===== config.mk =====
export PLATFORM = sky130hd
export DESIGN_NAME = clause_bank_bcp_ctrl
export DESIGN_NICKNAME = d
export VERILOG_FILES = /design/src/rtl/clause_bank_bcp_ctrl.sv
export SDC_FILE = /design/constraint.sdc
export NUM_CORES = 1
export LEC_CHECK = 0
export CORE_MARGIN = 2
export CORE_UTILIZATION = 25
export DETAILED_ROUTE_END_ITERATION = 7
export PLACE_DENSITY_LB_ADDON = 0.25
export REMOVE_ABC_BUFFERS = 1
export SYNTH_ARGS = -nofsm -noshare
export SYNTH_HDL_FRONTEND = slang
export SYNTH_SLANG_ARGS = --single-unit

===== constraint.sdc =====
create_clock -name clk -period 6.7 [get_ports clk]
set_input_delay 2.01 -clock clk [delete_from_list [all_inputs] [get_ports clk]]
set_output_delay 2.01 -clock clk [all_outputs]
set_load 0.02 [all_outputs]

===== src/rtl/clause_bank_bcp_ctrl.sv =====
// Load/BCP sequencer for one bank of NUM_C clause rows: row loads, status scan, implication/conflict drive.
// Optional build macro MULTI_IMP_EN: fire every unit clause in a single IMPLY cycle.
module clause_bank_bcp_ctrl #(
    parameter int NUM_C      = 8,
    parameter int NUM_V      = 8,
    parameter int SETTLE_CYC = 2,
    parameter int IDX_W      = 3
) (
    input  logic                 clk,
    input  logic                 rst,
    input  logic                 load_valid,
    output logic                 load_ready,
    input  logic [IDX_W-1:0]     load_idx,
    input  logic [2*NUM_V-1:0]   load_lits,
    output logic [NUM_C-1:0]     wr_o,
    output logic [2*NUM_V-1:0]   lit_o,
    input  logic                 bcp_start,
    input  logic [2*NUM_C-1:0]   freelitcnt_i,
    input  logic [NUM_C-1:0]     clausesat_i,
    input  logic [NUM_C-1:0]     cclause_i,
    output logic [NUM_C-1:0]     imp_drv_o,
    output logic [NUM_C-1:0]     cclause_drv_o,
    output logic                 bcp_busy,
    output logic                 bcp_done,
    output logic                 bcp_conflict,
    output logic [IDX_W-1:0]     conflict_idx,
    output logic [7:0]           imp_cnt
);
    localparam int CNT_W = (SETTLE_CYC > 1) ? $clog2(SETTLE_CYC) : 1;
    localparam logic [IDX_W:0] NUM_C_W = (IDX_W+1)'(NUM_C);

    typedef enum logic [2:0] {
        S_IDLE   = 3'd0,
        S_SCAN   = 3'd1,
        S_IMPLY  = 3'd2,
        S_SETTLE = 3'd3,
        S_CONFL  = 3'd4,
        S_DONE   = 3'd5
    } state_t;

    function automatic logic [IDX_W-1:0] low_idx(input logic [NUM_C-1:0] m);
        low_idx = '0;
        for (int i = NUM_C-1; i >= 0; i--) begin
            if (m[i]) low_idx = IDX_W'(i);
        end
    endfunction

    function automatic logic [NUM_C-1:0] onehot(input logic [IDX_W-1:0] idx);
        onehot      = '0;
        onehot[idx] = 1'b1;
    endfunction

    function automatic logic [7:0] pop8(input logic [NUM_C-1:0] m);
        pop8 = 8'd0;
        for (int i = 0; i < NUM_C; i++) pop8 = pop8 + {7'd0, m[i]};
    endfunction

    function automatic logic [7:0] sat_add(input logic [7:0] a, input logic [7:0] b);
        logic [8:0] s;
        s       = {1'b0, a} + {1'b0, b};
        sat_add = s[8] ? 8'hFF : s[7:0];
    endfunction

    state_t             r_state, w_state_nxt;
    logic [CNT_W-1:0]   r_settle_cnt, w_settle_nxt;
    logic [NUM_C-1:0]   r_wr, w_wr_nxt;
    logic [2*NUM_V-1:0] r_lit, w_lit_nxt;
    logic [NUM_C-1:0]   r_imp_drv, w_imp_drv_nxt;
    logic [NUM_C-1:0]   r_cdrv, w_cdrv_nxt;
    logic [7:0]         r_imp_cnt, w_imp_cnt_nxt;
    logic               r_conflict, w_conflict_nxt;
    logic [IDX_W-1:0]   r_conflict_idx, w_conflict_idx_nxt;
    logic               r_done, w_done_nxt;
    logic               r_busy, r_load_ready;
    logic [NUM_C-1:0]   w_conf_mask, w_unit_mask, w_imp_vec;

    // Per-row conflict and unit masks decoded from the cell status lines
    always_comb begin
        w_conf_mask = '0;
        w_unit_mask = '0;
        for (int c = 0; c < NUM_C; c++) begin
            w_conf_mask[c] = cclause_i[c] |
                             ((freelitcnt_i[2*c +: 2] == 2'b00) & ~clausesat_i[c]);
            w_unit_mask[c] = (freelitcnt_i[2*c +: 2] == 2'b01) & ~clausesat_i[c];
        end
    end

`ifdef MULTI_IMP_EN
    assign w_imp_vec = w_unit_mask;
`else
    assign w_imp_vec = onehot(low_idx(w_unit_mask));
`endif

    // Next-state and next-output decode; every output is registered from these
    always_comb begin
        w_state_nxt        = r_state;
        w_settle_nxt       = r_settle_cnt;
        w_wr_nxt           = '0;
        w_lit_nxt          = '0;
        w_imp_drv_nxt      = '0;
        w_cdrv_nxt         = '0;
        w_imp_cnt_nxt      = r_imp_cnt;
        w_conflict_nxt     = r_conflict;
        w_conflict_idx_nxt = r_conflict_idx;
        w_done_nxt         = 1'b0;
        case (r_state)
            S_IDLE: begin
                // A load always wins over a simultaneous start
                if (load_valid) begin
                    if ({1'b0, load_idx} < NUM_C_W) begin
                        w_wr_nxt  = onehot(load_idx);
                        w_lit_nxt = load_lits;
                    end else begin
                        w_wr_nxt  = '0;
                    end
                end else if (bcp_start) begin
                    w_state_nxt        = S_SCAN;
                    w_imp_cnt_nxt      = 8'd0;
                    w_conflict_nxt     = 1'b0;
                    w_conflict_idx_nxt = '0;
                end else begin
                    w_state_nxt = S_IDLE;
                end
            end
            S_SCAN: begin
                if (|w_conf_mask) begin
                    w_state_nxt        = S_CONFL;
                    w_cdrv_nxt         = onehot(low_idx(w_conf_mask));
                    w_conflict_idx_nxt = low_idx(w_conf_mask);
                    w_conflict_nxt     = 1'b1;
                end else if (|w_unit_mask) begin
                    w_state_nxt   = S_IMPLY;
                    w_imp_drv_nxt = w_imp_vec;
                    w_imp_cnt_nxt = sat_add(r_imp_cnt, pop8(w_imp_vec));
                end else begin
                    w_state_nxt = S_DONE;
                    w_done_nxt  = 1'b1;
                end
            end
            S_IMPLY: begin
                w_state_nxt  = S_SETTLE;
                w_settle_nxt = CNT_W'(SETTLE_CYC - 1);
            end
            S_SETTLE: begin
                if (r_settle_cnt == '0) begin
                    w_state_nxt = S_SCAN;
                end else begin
                    w_settle_nxt = r_settle_cnt - {{(CNT_W-1){1'b0}}, 1'b1};
                end
            end
            S_CONFL: begin
                w_state_nxt = S_DONE;
                w_done_nxt  = 1'b1;
            end
            S_DONE: begin
                w_state_nxt = S_IDLE;
            end
            default: begin
                w_state_nxt = S_IDLE;
            end
        endcase
    end

    // State and output registers with synchronous active-low reset
    always_ff @(posedge clk) begin
        if (!rst) begin
            r_state        <= S_IDLE;
            r_settle_cnt   <= '0;
            r_wr           <= '0;
            r_lit          <= '0;
            r_imp_drv      <= '0;
            r_cdrv         <= '0;
            r_imp_cnt      <= 8'd0;
            r_conflict     <= 1'b0;
            r_conflict_idx <= '0;
            r_done         <= 1'b0;
            r_busy         <= 1'b0;
            r_load_ready   <= 1'b1;
        end else begin
            r_state        <= w_state_nxt;
            r_settle_cnt   <= w_settle_nxt;
            r_wr           <= w_wr_nxt;
            r_lit          <= w_lit_nxt;
            r_imp_drv      <= w_imp_drv_nxt;
            r_cdrv         <= w_cdrv_nxt;
            r_imp_cnt      <= w_imp_cnt_nxt;
            r_conflict     <= w_conflict_nxt;
            r_conflict_idx <= w_conflict_idx_nxt;
            r_done         <= w_done_nxt;
            r_busy         <= (w_state_nxt != S_IDLE);
            r_load_ready   <= (w_state_nxt == S_IDLE);
        end
    end

    assign load_ready    = r_load_ready;
    assign wr_o          = r_wr;
    assign lit_o         = r_lit;
    assign imp_drv_o     = r_imp_drv;
    assign cclause_drv_o = r_cdrv;
    assign bcp_busy      = r_busy;
    assign bcp_done      = r_done;
    assign bcp_conflict  = r_conflict;
    assign conflict_idx  = r_conflict_idx;
    assign imp_cnt       = r_imp_cnt;
endmodule

== Word-level counts from Yosys, hierarchy flattened ==
Index checks and enable logic that the tools add are counted.

* Magnitude comparators: 6
* Bitwise operators: 35
* Multiplexer cells: 48
* Eq/ne operators: 17
* $add $sub $neg: 9
* Reduce and logical (&&, ||, !) cells: 23

{| class="wikitable"
|+ Operators by type and width
! kind !! count
|-
| 3-bit two-way mux || 24
|-
| 8-bit two-way mux || 5
|-
| 1-bit bitwise AND || 16
|-
| 2-bit by 1-bit equality test with 1-bit output (second input constant) || 8
|-
| 2-bit zero test || 8
|-
| 8-bit one-hot mux with 2 select lines || 1
|-
| 8-bit OR reduction || 2
|-
| 3-bit one-hot mux with 5 select lines || 1
|-
| 3-bit by 4-bit < comparator with 1-bit output (second input constant) || 3
|-
| 1-bit inverter || 11
|-
| 11-bit OR reduction || 1
|-
| 1-bit two-way mux || 10
|-
| 2-bit != test (second input constant) || 5
|-
| 8-bit by 8-bit adder with 9-bit output || 1
|-
| 1-bit demux with 3-bit select || 3
|-
| 3-bit by 1-bit >= comparator with 1-bit output (second input constant) || 3
|-
| 7-bit by 1-bit adder with 8-bit output || 1
|-
| 1-bit bitwise OR || 8
|-
| 6-bit by 1-bit adder with 7-bit output || 1
|-
| 5-bit by 1-bit adder with 6-bit output || 1
|-
| 3-bit by 2-bit equality test with 1-bit output (second input constant) || 2
|-
| 3-bit zero test || 2
|-
| 1-bit one-hot mux with 2 select lines || 3
|-
| 3-bit one-hot mux with 2 select lines || 1
|-
| 13 further kinds || 17
|}

* Flip-flop bits (word level): 59
* Output and inout port bits: 55
* Word-level logic and storage cells: 150
* Input port bits: 55

== Depth between registers and ports, before layout ==
Gate-level depths: netlist (run 1).

* Depth after elaboration: 26
* Gate-level depth with buffers: 19
* Depth with buffers taken out: 19

== Worst setup path after synthesis (run 1) ==
OpenSTA, ideal clock, no wires.

* Path type: in2reg
* Start: input freelitcnt_i[15]
* End: register r_imp_cnt[0], in the netlist imp_cnt[0]
* Arrival time: 6.234 ns
* Path buffers: 0
* Setup time: 0.079 ns
* Required time: 6.621 ns
* Stages: 19
* Path slack: 0.386 ns
* Cell sequence: or3b_1 > o21bai_1 > a21oi_1 > o21bai_1 > nor2_1 > fa_1 > inv_1 > fa_1 > inv_1 > fa_1 > fa_1 > inv_1 > fa_1 > nor2b_1 > o21ai_0 > a21boi_0 > nand4_1 > nor3b_1 > a211oi_2

* Cells in the longest elaborated chain, start to end: 26

{| class="wikitable"
|+ RTL lines
! item !! line !! source
|-
| start: declaration || 18 || <nowiki>input logic [2*NUM_C-1:0] freelitcnt_i,</nowiki>
|-
| 2-bit by 1-bit equality test with 1-bit output * || 84 || <nowiki>w_unit_mask[c] = (freelitcnt_i[2*c +: 2] == 2'b01) & ~clausesat_i[c];</nowiki>
|-
| 1-bit bitwise AND * || 84 ||
|-
| 3-bit two-way mux * (8 in series) || 44 || <nowiki>if (m[i]) low_idx = IDX_W'(i);</nowiki>
|-
| 3-bit by 4-bit < comparator with 1-bit output (implied by the code) / 3-bit by 1-bit >= comparator with 1-bit output (equally long branches) || 50 || <nowiki>onehot[idx] = 1'b1;</nowiki>
|-
| 1-bit logical AND (implied by the code) || 50 ||
|-
| 1-bit two-way mux (implied by the code) || 50 ||
|-
| 1-bit demux with 3-bit select * || 50 ||
|-
| via w_imp_vec[0] || 75 || <nowiki>logic [NUM_C-1:0] w_conf_mask, w_unit_mask, w_imp_vec;</nowiki>
|-
| (+4 left out) || n/a ||
|-
| 5-bit by 1-bit adder with 6-bit output * || 55 || <nowiki>for (int i = 0; i < NUM_C; i++) pop8 = pop8 + {7'd0, m[i]};</nowiki>
|-
| 6-bit by 1-bit adder with 7-bit output * || 55 ||
|-
| 7-bit by 1-bit adder with 8-bit output * || 55 ||
|-
| 8-bit by 8-bit adder with 9-bit output * || 60 || <nowiki>s = {1'b0, a} + {1'b0, b};</nowiki>
|-
| 8-bit two-way mux * || 61 || <nowiki>sat_add = s[8] ? 8'hFF : s[7:0];</nowiki>
|-
| 8-bit two-way mux * || 131 || <nowiki>end else if (|w_unit_mask) begin</nowiki>
|-
| 8-bit two-way mux * || 126 || <nowiki>if (|w_conf_mask) begin</nowiki>
|-
| 8-bit one-hot mux with 2 select lines * || 106 || <nowiki>case (r_state)</nowiki>
|-
| end signal: assignment || 186 || <nowiki>r_imp_cnt <= w_imp_cnt_nxt;</nowiki>
|-
| end: declaration || 70 || <nowiki>logic [7:0] r_imp_cnt, w_imp_cnt_nxt;</nowiki>
|}

The timed path passes the listed nets; every way through them passes the cells marked *. The select of a mux whose other input is x is not followed.
A chain may end at the register's enable or synchronous reset.

== Final worst setup path (run 1) ==
* Start: input freelitcnt_i[14]
* End: register r_imp_cnt[0], in the netlist imp_cnt[0]

The elaborated chain is that of the path after synthesis.

==> results of run 1 <==
## worst paths after layout
path,from,end,slack (ps),cells after the start
worst max-delay path,freelitcnt_i[14],imp_cnt[0],320,20
worst min-delay path,bcp_conflict,bcp_conflict,460,2
worst max register to register,imp_cnt[0],imp_cnt[0],2990,14
worst min register to register,bcp_conflict,bcp_conflict,460,2
## final cells by class
class	count	area, um^2
clock inverter	7	100
multi-input combinational	206	1400
tap	136	170
timing repair buffer	121	1180
inverter	10	37.5
sequential	59	1180
clock buffer	9	124
fill	1043	6130
## critical path, delay by kind of cell
kind | cells | cell delay (ps)
AO/OA/AOI/OAI | 6 | 960
adder cells (fa/ha/maj) | 5 | 2040
buffers and inverters | 4 | 620
AND/OR/NAND/NOR | 5 | 1010
## flip-flops by register name, indices dropped and copies added, names as in the netlist, 3 cells and up
signal and flops:
lit_o 16, r_state 3, conflict_idx 3, imp_drv_o 8, imp_cnt 8, cclause_drv_o 8, wr_o 8
## routing by layer
layer | share of wire | vias up | wire, um | global-route usage
met4 | 0.024 | 0 | 171 | 0.0733
li1 | - | 1241 | - | -
met1 | 0.44 | 1125 | 3080 | 0.149
met5 | 0 | - | 0 | 0
met2 | 0.50 | 58 | 3530 | 0.212
met3 | 0.038 | 12 | 267 | 0.0237
## repair_timing
action / CTS / global route
hold endpoints to repair: 0 / 0
setup endpoints to repair: 0 / 4
resized for setup: 0 / 2
setup buffers: 0 / 1
## kinds of logic (layout without fill, tap and decap cells)
group | Yosys count | after routing
AND/OR/NAND/NOR | 153 | 153
flip-flops | 59 | 59
adder cells (fa/ha/maj) | 11 | 11
AO/OA/AOI/OAI | 41 | 41
XOR/XNOR | 1 | 1
buffers and inverters | 17 | 147
## power groups by stage
| stage | clock network [mW] | logic [mW] | registers [mW] |
|---|---|---|---|
| 4_1_cts | 0.377 | 0.142 | 0.365 |
| 3_3_place_gp | 0 | 0.140 | 0.373 |
| 2_1_floorplan | 0 | 0.0532 | 0.385 |
| 5_1_grt | 0.394 | 0.154 | 0.366 |
| 3_5_place_dp | 0 | 0.141 | 0.374 |
| 6_report | 0.367 | 0.140 | 0.365 |
## cell usage in the layout (no fill, tap or decap), drive strengths merged, types with 2 or more instances in the layout
| master | count |
|---|---|
| bufinv | 2 |
| nor2 | 34 |
| fa | 5 |
| nand4 | 6 |
| a21oi | 7 |
| nand3 | 7 |
| and2 | 17 |
| nor3 | 19 |
| nor4b | 2 |
| clkinv | 3 |
| nor3b | 11 |
| a21boi | 2 |
| nor2b | 6 |
| or3b | 3 |
| a211oi | 6 |
| or4 | 2 |
| ha | 6 |
| clkdlybuf4s50 | 109 |
| or3 | 2 |
| dfxtp | 59 |
| buf | 12 |
| o21ai | 7 |
| or2b | 2 |
| or2 | 6 |
| o31ai | 2 |
| o21bai | 2 |
| nand2 | 22 |
| o211a | 3 |
| a21o | 2 |
| clkbuf | 9 |
| nand3b | 2 |
| o211ai | 2 |
| a211o | 2 |
| nor4 | 6 |
| and3 | 2 |
| nand2b | 2 |
| inv | 12 |
## per-stage QoR
step / TNS, ps / cell area, um^2 / hold slack (ps)
after CTS: 0 / 4180 / 464
after global placement: -197 / 3960 / 452
after floorplan: 0 / 2610 / 478
after detailed placement: -709 / 3960 / 451
after global routing: 0 / 4190 / 490
final: 0 / 4190 / 462
==> metrics.txt, run 1 <==
CTS tree=done; Worst Hold Class=register to register; Critical Path Slowest Stage Cell=fa_1; most used flip-flop cell after synthesis=dfxtp_1; mux cell area share after synthesis=0; Final Wtd Congestion=0.797; Critical Path Max Stage Delay=500 ps; Psw=0.224 mW; total of max-cap violations=0; worst-case vdd ir drop=0.0000725 V; Synth Area in Compound Gates=0.114; startpoint types=input port; Synth top cells by count=59 x dfxtp_1, 34 x nor2_1, 22 x nand2_1; worst rel slew slack=0.605; non-filler cells, final=548; Routed WL=7050 um; fin crit share=0.952; CP Capture Type=register; post-route ant nets=0; Avg Cell Area, Syn=9.41 um^2; worst-margin pin slew=591 ps; effective utilization at floorplan=0.257; most used cell, CP=fa_1; fin crit period=6380 ps; EDFF count, synth=0; chip width=107 um; status=finished, final reports clean; Synthesis Warnings=0; RSZ-0062 raised after global routing=no; hpwl dp=5570 um; Post-synth ARST share=0; area grow syn2layout=58.0%; CP Class=input port to register; total power=0.872 mW; Synth Area in XOR/XNOR=0.00330; cts hold-fix bufs=0; initial antenna violation count=0; total CTS buffers=9; crit path cell chain=clkdlybuf4s50_1 -> or3b_1 -> o21bai_1 -> a21oi_1 -> o21bai_2 -> nor2_1 -> fa_1 -> inv_1 -> fa_1 -> inv_1 -> fa_1 -> fa_1 -> inv_1 -> fa_1 -> nor2b_1 -> o21ai_0 -> a21boi_1 -> nand4_1 -> nor3b_1 -> a211oi_2; post-synthesis sequential area ratio=0.445; Internal Power=0.648 mW; crit-path max FO=5; Switching Share=0.257; CTS clock-pin slew for the worst setup and hold paths=70 ps; Root Driver=clkbuf_8; total grt overflow=0; count of state elements after synthesis=59; leakage power=1.60 nW; Synth cell types=54; Avg WL per Cell=12.9 um; # nets final=473; Clock power frac=0.420; fraction of layout cells with a size suffix above 1=0.119; drt pass-1 iters=4; Final Util=0.406; Cell Pwr Density=208 nW/um^2; IO buf count=109; Ports=110; die height=107 um; latest clock arrival within the worst-skew pair=340 ps; sequential power share=0.419; vias in the first global route=2386; Cell Rows=37; dominant cell type by area after synthesis=dfxtp_1; fmax=157 MHz; final slew viol count=0; Adder-Cell Fraction of Synth Area=0.0660; maximum buffer depth of the clock tree=2; synthesized instance count=282; Ant. Diodes=0; first-pass GRT wire length=11100 um; CTS Sinks=59; largest net degree at the start of global routing=19; final setup margin=319 ps; DRC viols=0; Area contributors post-synth=dfxtp_1 45%, nor2_1 4.8%, and2_1 4.0%; simple-gate share of the synthesized area=0.342; die area=11500 um^2; top-count cell post-synth=dfxtp_1; combinational fraction of design power=0.161; Place WS=-218 ps; cell area after synthesis=2650 um^2; Layout Skew=6.55 ps; Cells after DPL=531; final setup violation count=0; vias=2436; Final Hold Fails=0; Yosys top cell area share=0.445; drt initial violations=120; H-tree levels=3; Core ar.=10300 um^2; CP arrival=6640 ps; Vias/cell=4.45; largest family of logic cells by synthesized area=simple AND/OR/NAND/NOR gates; total track usage=0.126; Worst Path Required=6960 ps
Power figures use the tool's default switching activity.
==> run 2: changes to the inputs <==
- CTS_CLUSTER_DIAMETER: default -> 80
- CTS_CLUSTER_SIZE: default -> 24
==> results of run 2 <==
Same layout as run 1: the final DEF is identical, and so are final timing and power.
==> run 3: changes to the inputs <==
--- a/constraint.sdc
+++ b/constraint.sdc
@@ -3,2 +3,2 @@
 set_output_delay 2.01 -clock clk [all_outputs]
-set_load 0.02 [all_outputs]
+set_load 0.1 [all_outputs]
==> results of run 3 <==
Same layout as run 1 (identical final DEF). Status: finished, final reports clean.
Main changes from that run: total power 0.872 mW -> 0.929 mW; worst IR drop on VDD 0.0000725 V -> 0.0000966 V
